### src/rtl/uart_pkg.sv
// Constants and FSM state encoding shared by the UART message transmitter and
// receiver (byte_assembler).
package uart_pkg;

  localparam int unsigned N_DEF     = 8;
  localparam int unsigned M_DEF     = 128;
  localparam int unsigned BYTES_DEF = M_DEF / N_DEF;

  typedef enum logic {
    IDLE    = 1'b0,
    COLLECT = 1'b1
  } state_t;

  // The byte counter never holds BYTES itself, so clog2(BYTES) bits suffice.
  function automatic int unsigned cnt_width(input int unsigned bytes);
    return (bytes > 1) ? $clog2(bytes) : 1;
  endfunction

endpackage

### src/rtl/idle_timer.sv
// Inter-byte idle counter for byte_assembler: counts cycles while run=1.
// expired is high in the TIMEOUT-th consecutive cycle without a restart.
module idle_timer #(
  parameter int unsigned TIMEOUT = 100000
) (
  input  logic clk,
  input  logic reset,
  input  logic restart,
  input  logic run,
  output logic expired
);

  localparam int unsigned TW = $clog2(TIMEOUT + 1);

  logic [TW-1:0] r_count;

  // A restart in the expiry cycle takes priority over expiry.
  assign expired = run && !restart && (r_count == TW'(TIMEOUT - 1));

  always_ff @(posedge clk) begin
    if (!reset || restart || !run) begin
      r_count <= '0;
    end else if (!expired) begin
      r_count <= r_count + TW'(1);
    end
  end

endmodule

### src/rtl/byte_assembler.sv
// Packs BYTES consecutive N-bit RX characters (MSB-first) into one M-bit
// message and hands it to the consumer with a valid/ack handshake.
// Optional inter-byte idle timeout: define BYTE_ASSEMBLER_TIMEOUT_EN.
//
// Handshake: data is meaningful while valid=1; ack in a cycle with valid=1
// consumes it. A completion with valid=1 and no ack drops the new message and
// sets overrun (sticky until ack). rx_valid is a strobe with no back-pressure.
module byte_assembler
  import uart_pkg::*;
#(
  parameter int unsigned N       = N_DEF,
  parameter int unsigned M       = M_DEF,
  parameter int unsigned TIMEOUT = 100000
) (
  input  logic         clk,
  input  logic         reset,
  input  logic         rx_valid,
  input  logic [N-1:0] rx_data,
  input  logic         rx_error,
  input  logic         ack,
  output logic [M-1:0] data,
  output logic         valid,
  output logic         overrun,
  output logic         timeout,
  output state_t       dbg_state
);

  localparam int unsigned BYTES = M / N;
  localparam int unsigned CW    = cnt_width(BYTES);

  state_t        r_state;
  logic [CW-1:0] r_cnt;
  logic [M-1:0]  r_shreg;
  logic [M-1:0]  r_data;
  logic          r_valid;
  logic          r_overrun;

  state_t        w_state_nxt;
  logic [CW-1:0] w_cnt_nxt;
  logic [M-1:0]  w_shreg_nxt;
  logic [M-1:0]  w_shifted;
  logic          w_good;
  logic          w_last;
  logic          w_complete;
  logic          w_expired;

  assign w_shifted = (r_shreg << N) | {{(M-N){1'b0}}, rx_data};
  assign w_good    = rx_valid && !rx_error;
  assign w_last    = (r_cnt == CW'(BYTES - 1));

  always_comb begin
    w_state_nxt = r_state;
    w_cnt_nxt   = r_cnt;
    w_shreg_nxt = r_shreg;
    w_complete  = 1'b0;
    if (rx_valid && rx_error) begin
      w_state_nxt = IDLE;
      w_cnt_nxt   = '0;
      w_shreg_nxt = '0;
    end else begin
      case (r_state)
        IDLE: begin
          if (w_good) begin
            w_shreg_nxt = w_shifted;
            if (w_last) begin
              w_complete = 1'b1;
            end else begin
              w_cnt_nxt   = CW'(1);
              w_state_nxt = COLLECT;
            end
          end
        end
        COLLECT: begin
          if (w_good) begin
            w_shreg_nxt = w_shifted;
            if (w_last) begin
              w_complete  = 1'b1;
              w_cnt_nxt   = '0;
              w_state_nxt = IDLE;
            end else begin
              w_cnt_nxt = r_cnt + CW'(1);
            end
          end else if (w_expired) begin
            w_state_nxt = IDLE;
            w_cnt_nxt   = '0;
            w_shreg_nxt = '0;
          end
        end
        default: begin
          w_state_nxt = IDLE;
          w_cnt_nxt   = '0;
        end
      endcase
    end
  end

  always_ff @(posedge clk) begin
    if (!reset) begin
      r_state   <= IDLE;
      r_cnt     <= '0;
      r_shreg   <= '0;
      r_data    <= '0;
      r_valid   <= 1'b0;
      r_overrun <= 1'b0;
    end else begin
      r_state <= w_state_nxt;
      r_cnt   <= w_cnt_nxt;
      r_shreg <= w_shreg_nxt;
      // An ack in the completion cycle frees the output register for the new message.
      if (w_complete && (!r_valid || ack)) begin
        r_data  <= w_shifted;
        r_valid <= 1'b1;
      end else if (ack) begin
        r_valid <= 1'b0;
      end
      if (w_complete && r_valid && !ack) begin
        r_overrun <= 1'b1;
      end else if (ack && r_valid) begin
        r_overrun <= 1'b0;
      end
    end
  end

`ifdef BYTE_ASSEMBLER_TIMEOUT_EN
  logic w_run;
  logic r_timeout;

  assign w_run = (r_state == COLLECT);

  idle_timer #(
    .TIMEOUT (TIMEOUT)
  ) u_idle_timer (
    .clk     (clk),
    .reset   (reset),
    .restart (rx_valid),
    .run     (w_run),
    .expired (w_expired)
  );

  always_ff @(posedge clk) begin
    if (!reset) begin
      r_timeout <= 1'b0;
    end else begin
      r_timeout <= w_expired;
    end
  end

  assign timeout = r_timeout;
`else
  assign w_expired = 1'b0;
  assign timeout   = 1'b0;
`endif

  assign data      = r_data;
  assign valid     = r_valid;
  assign overrun   = r_overrun;
  assign dbg_state = r_state;

endmodule
### config.mk
export PLATFORM = sky130hd
export DESIGN_NAME = byte_assembler
export DESIGN_NICKNAME = d
export VERILOG_FILES = /design/src/rtl/uart_pkg.sv /design/src/rtl/idle_timer.sv /design/src/rtl/byte_assembler.sv
export SDC_FILE = /design/constraint.sdc
export NUM_CORES = 1
export LEC_CHECK = 0
export BUFFER_PORTS_ARGS = -buffer_cell sky130_fd_sc_hd__buf_4
export CAP_MARGIN = 20
export CORE_UTILIZATION = 27
export DETAILED_ROUTE_END_ITERATION = 8
export PLACE_DENSITY = 0.5
export SYNTH_ARGS = -nofsm -noshare
export SYNTH_HDL_FRONTEND = slang
export SYNTH_HIERARCHICAL = 1
export SYNTH_SLANG_ARGS = --single-unit
export TNS_END_PERCENT = 1
### constraint.sdc
create_clock -name clk -period 1.7 [get_ports clk]
set_clock_uncertainty 0.2 [all_clocks]
set_input_delay 0.255 -clock clk [delete_from_list [all_inputs] [get_ports clk]]
set_output_delay 0.255 -clock clk [all_outputs]
set_load 0.03 [all_outputs]
-- After elaboration in Yosys (flattened, before gate mapping)
Index checks and enable logic that the tools add are counted.
- add/sub/neg operators: 1
- multiply operators: 0
- div/mod/pow operators: 0
- $lt $le $gt $ge: 0
- equal/unequal tests: 4
- shift-type cells: 0
- mux-type cells: 17
- bitwise gates (word level): 3
- reductions and logical operators: 14
- operators with widths (kind ; number):
    128-bit by 8-bit OR with 128-bit output ; 1
    120-bit two-way mux ; 1
    4-bit two-way mux ; 4
    1-bit two-way mux ; 10
    4-bit case mux with 2 select lines ; 1
    1-bit logical AND ; 6
    4-bit by 1-bit adder with 4-bit output, second input constant ; 1
    4-bit equality test, second input constant ; 1
    2-bit inequality test, second input constant ; 2
    2-bit nonzero test ; 2
    1-bit logical NOT ; 3
    3-bit AND reduction ; 1
    2-bit by 1-bit inequality test with 1-bit output, second input constant ; 1
    1-bit inverter ; 2
    1-bit case mux with 2 select lines ; 1
    2-bit OR reduction ; 1
    1-bit logical OR ; 1
- register bits: 255
- bits in latches: 0
- memory bits (writable): 0
- bits in read-only memories: 0
- input bits: 13
- output and inout bits: 132
- logic and storage cells: 45
- memories kept: 0

-- Logic depth before layout (Yosys ltp)
- depth after elaboration: 7
- gate-level depth with buffers: 6
- depth with buffers taken out: 4

-- Least setup slack after synthesis
Ideal clock, no wire load.
- path type: reg2reg
- start: register r_cnt[0]
- end: register r_data[100] (netlist: data[100])
- setup time: 72 ps
- arrival time: 1462 ps
- data required time: 1428 ps
- setup slack: -34 ps
- cell stages (with the launch flop): 7
- buffers on the path: 2
- clock period less this slack: 1734 ps
- cells stage by stage: dfxtp_1 ha_1 nand3_2 nor3_4 buf_12 buf_12 mux2i_1
- word-level cells in the longest chain between the ends: 5
- ends and longest elaborated chain (element ; line ; text):
    start, declared ; byte_assembler.sv:32 ; logic [CW-1:0] r_cnt;
    start signal, assigned ; byte_assembler.sv:107 ; r_cnt <= w_cnt_nxt;
    4-bit equality test ; byte_assembler.sv:49 ; assign w_last = (r_cnt == CW'(BYTES - 1));
    1-bit two-way mux ; byte_assembler.sv:65, byte_assembler.sv:76 ;
    1-bit two-way mux ; byte_assembler.sv:63, byte_assembler.sv:74 ;
    1-bit two-way mux ; byte_assembler.sv:56 ; if (rx_valid && rx_error) begin
    1-bit logical AND ; byte_assembler.sv:110 ; if (w_complete && (!r_valid || ack)) begin
    end signal, assigned ; byte_assembler.sv:111 ; r_data <= w_shifted;
    end, declared ; byte_assembler.sv:34 ; logic [M-1:0] r_data;
Every way passes these cells.
A chain may end at the register's enable or synchronous reset.

-- Final worst setup path
- start: register r_cnt[0]
- end: register r_data[22] (netlist: data[22])
The elaborated chain is that of the path after synthesis.

==> results.json <==
{
  "slew_violations": 0,
  "clk_latency_ns": 0.55,
  "setup_slack_ns": -0.0412,
  "hold_violations": 0,
  "die-width_microns": 191,
  "netlist_instances": 1122,
  "design_area_sq_um": 12600,
  "status": "finished, violations left",
  "slew_headroom": 0.433,
  "start_util": 0.277,
  "max_slew.worst_pin.slew_ns": 0.850,
  "vias_per_cell": 4.39,
  "antenna_cells": 0,
  "path_delay_family": "buffers and inverters",
  "seqCellArea_sq_um": 5110,
  "grt_max_degree": 93,
  "drtPass1Iterations": 4,
  "drv_cap": 0,
  "place_inst": 1663,
  "rsz0062_at_grt": "yes",
  "cts_tree": "built",
  "synth_area_leaders": "dfxtp_1, nand2_1, mux2i_1",
  "drive_above_1_share": 0.187,
  "leakagePower_nw": 4.35,
  "cp-start-kind": "register",
  "place_hpwl_mm": 15.7,
  "drt_iter0_drc": 424,
  "ys_warn_count": 6,
  "cp_max_fo": 6,
  "yosysSeqAreaShare": 0.528,
  "remaining_drc_errors": 0,
  "syn_to_final_growth_pct": 30.1,
  "row_count": 68,
  "cts_max_path_buffers": 3,
  "overflow": 0,
  "violations": "setup timing",
  "stdcell_count": 1744,
  "synth_top_cell_by_area": "dfxtp_1",
  "core-area_sq_um": 34900,
  "critPathCaptureType": "register",
  "worstHoldPathCells": 5,
  "rr_worst_depth": 7,
  "cp_cell_sequence": "ha_4 -> nand3_4 -> nor3_4 -> buf_12 -> buf_12 -> clkbuf_16 -> mux2i_1",
  "critPathRequiredTime_ns": 1.97,
  "grt_pass1_wl_mm": 39.7,
  "root_buffer": "clkbuf_16",
  "synthFlopType": "dfxtp_1",
  "drtAntennaViolNets": 0,
  "syn-num-nets": 1136,
  "peakVddDrop_mv": 0.796,
  "slowest_stage": "dfxtp_2",
  "cp_common_cell": "buf_12",
  "htreeDepth": 1,
  "async_reset_ff_frac": 0,
  "cts.reportedPaths.clkPinSlew_ns": 0.06,
  "nFillCells": 3636,
  "min_from": "rx_error",
  "cts-buffers-inserted": 29,
  "dieArea_sq_um": 36600,
  "io_buffers": 143,
  "hold_class": "in -> reg",
  "grt_pass1_vias": 7249,
  "synth_top_area_share": 0.528,
  "multi_input_area_sq_um": 4020,
  "wire_per_inst_microns": 15.0,
  "syn_area_per_cell_sq_um": 8.62,
  "max_freq_mhz": 574,
  "die_height_microns": 191,
  "fin_crit_sh": 1.02,
  "fin_nets": 1283,
  "ioPinCount": 145,
  "pwr_density_cell_nw_per_um2": 986,
  "r2r-start": "r_cnt[0]$_SDFFE_PP0P_",
  "netlist_area_sq_um": 9670,
  "finalCriticalPeriod_ns": 1.74,
  "synth-edff-count": 0,
  "crit_buf_inv": 3,
  "routabilityCongestion": 0.729,
  "reg2reg_slack_ns": -0.04,
  "p_total_mw": 12.4,
  "vias": 7654,
  "critPathArrivalTime_ns": 2.01,
  "grt_usage": 0.133,
  "synth_seq_cells": 255,
  "ys_types": 29,
  "min_to": "r_cnt[2]$_SDFFE_PP0P_",
  "path_class": "reg -> reg",
  "drt-total-wl_mm": 26.1,
  "dpl-instance-area_sq_um": 11100,
  "yosysMostFrequentCell": "nand2_1",
  "synthTopCellsByCount": "nand2_1, dfxtp_1, mux2i_1, a21oi_1, clkbuf_1",
  "setup_viol": 79,
  "slowest_delay_ns": 0.35,
  "cts.sinks": 255,
  "r2r-end": "data[22]$_SDFFE_PN0P_",
  "antenna_found_initial": 0
}
final cells by class:
type / instances / share of cell area
Sequential cell: 255 / 0.406
Multi-Input combinational cell: 779 / 0.319
Timing Repair Buffer: 201 / 0.156
Clock buffer: 43 / 0.0666
Tap cell: 455 / 0.0452
Clock inverter: 8 / 0.00577
Inverter: 3 / 0.000895
power by group:
group,leakage [nW],switching (mW),internal (mW)
clock network,0.452,2.46,3.53
registers,2.05,0.00971,5.99
logic,1.84,0.304,0.110
total,4.35,2.78,9.63
cell families (layout without fill, tap and decap cells):
group / Yosys count / after routing / synth area share
simple gates: 516 / 516 / 0.207
flops: 255 / 255 / 0.528
compound gates: 133 / 133 / 0.0700
mux: 128 / 128 / 0.132
buf+inv: 88 / 255 / 0.0612
fa+ha+maj: 1 / 1 / 0.00129
other cells: 1 / 1 / 0.000388
cells in the final DEF, fill, tap and decap left out, types with 3 or more instances in the layout:
cell type,synthesis,final
a21oi_1,125,125
o21ai_0,4,4
clkinv_2,0,5
inv_1,3,3
clkbuf_8,0,7
buf_6,3,3
clkbuf_16,0,37
buf_16,0,4
nand2_1,499,498
dfxtp_1,255,253
clkbuf_1,49,8
buf_4,1,157
dlygate4sd3_1,0,12
mux2i_1,128,127
buf_12,13,14
per-layer routing:
layer / routed length (microns) / share of wire / GRT usage
met1: 12600 / 0.48 / 0.186
met2: 11900 / 0.45 / 0.210
met3: 1070 / 0.041 / 0.0217
met4: 585 / 0.022 / 0.0363
met5: 0 / 0 / 0
state kept, by name, indices dropped and copies added, names as in the netlist, named ones only:
name	cells
r_cnt	4
data	128
valid	1
r_shreg	120
overrun	1
stage by stage:
step | utilization | hold slack (ns) | TNS [ns] | setup WS [ns]
2_1_floorplan | - | 0.191 | 0 | 0.0157
3_5_place_dp | 0.319 | 0.247 | -9.47 | -0.121
3_3_place_gp | 0.319 | 0.245 | -7.80 | -0.0995
4_1_cts | 0.349 | 0.00637 | -2.70 | -0.0612
6_report | 0.361 | 0.0366 | -1.52 | -0.0412
5_1_grt | 0.361 | 0.0308 | -13.92 | -0.143
worst max path at each step:
stage                           from                      to  slack, ns  cells after the start
2_1_floorplan  r_cnt[1]$_SDFFE_PP0P_  data[100]$_SDFFE_PN0P_       0.02                      6
3_3_place_gp   r_cnt[1]$_SDFFE_PP0P_  data[120]$_SDFFE_PN0P_       -0.1                      6
3_5_place_dp   r_cnt[1]$_SDFFE_PP0P_  data[122]$_SDFFE_PN0P_      -0.12                      6
4_1_cts        r_cnt[1]$_SDFFE_PP0P_  data[122]$_SDFFE_PN0P_      -0.06                      6
5_1_grt        r_cnt[0]$_SDFFE_PP0P_   data[99]$_SDFFE_PN0P_      -0.14                      7
6_report       r_cnt[0]$_SDFFE_PP0P_   data[22]$_SDFFE_PN0P_      -0.04                      7
tightest hold or removal path, delay by kind of cell:
| family | cells | cell delay [ns] |
|---|---|---|
| buffers and inverters | 2 | 0.20 |
| AO/OA/AOI/OAI | 2 | 0.21 |
| AND/OR/NAND/NOR | 1 | 0.05 |
what timing repair did:
action / 4_1_cts / 5_1_grt
pin swaps: 1 / 2
resized for setup: 4 / 18
hold buffers: 12 / 0
setup buffers: 0 / 7
setup endpoints to repair: 125 / 129
cloned: 0 / 11
endpoints found under the hold margin: 23 / 0
Power figures use the tool's default switching activity.
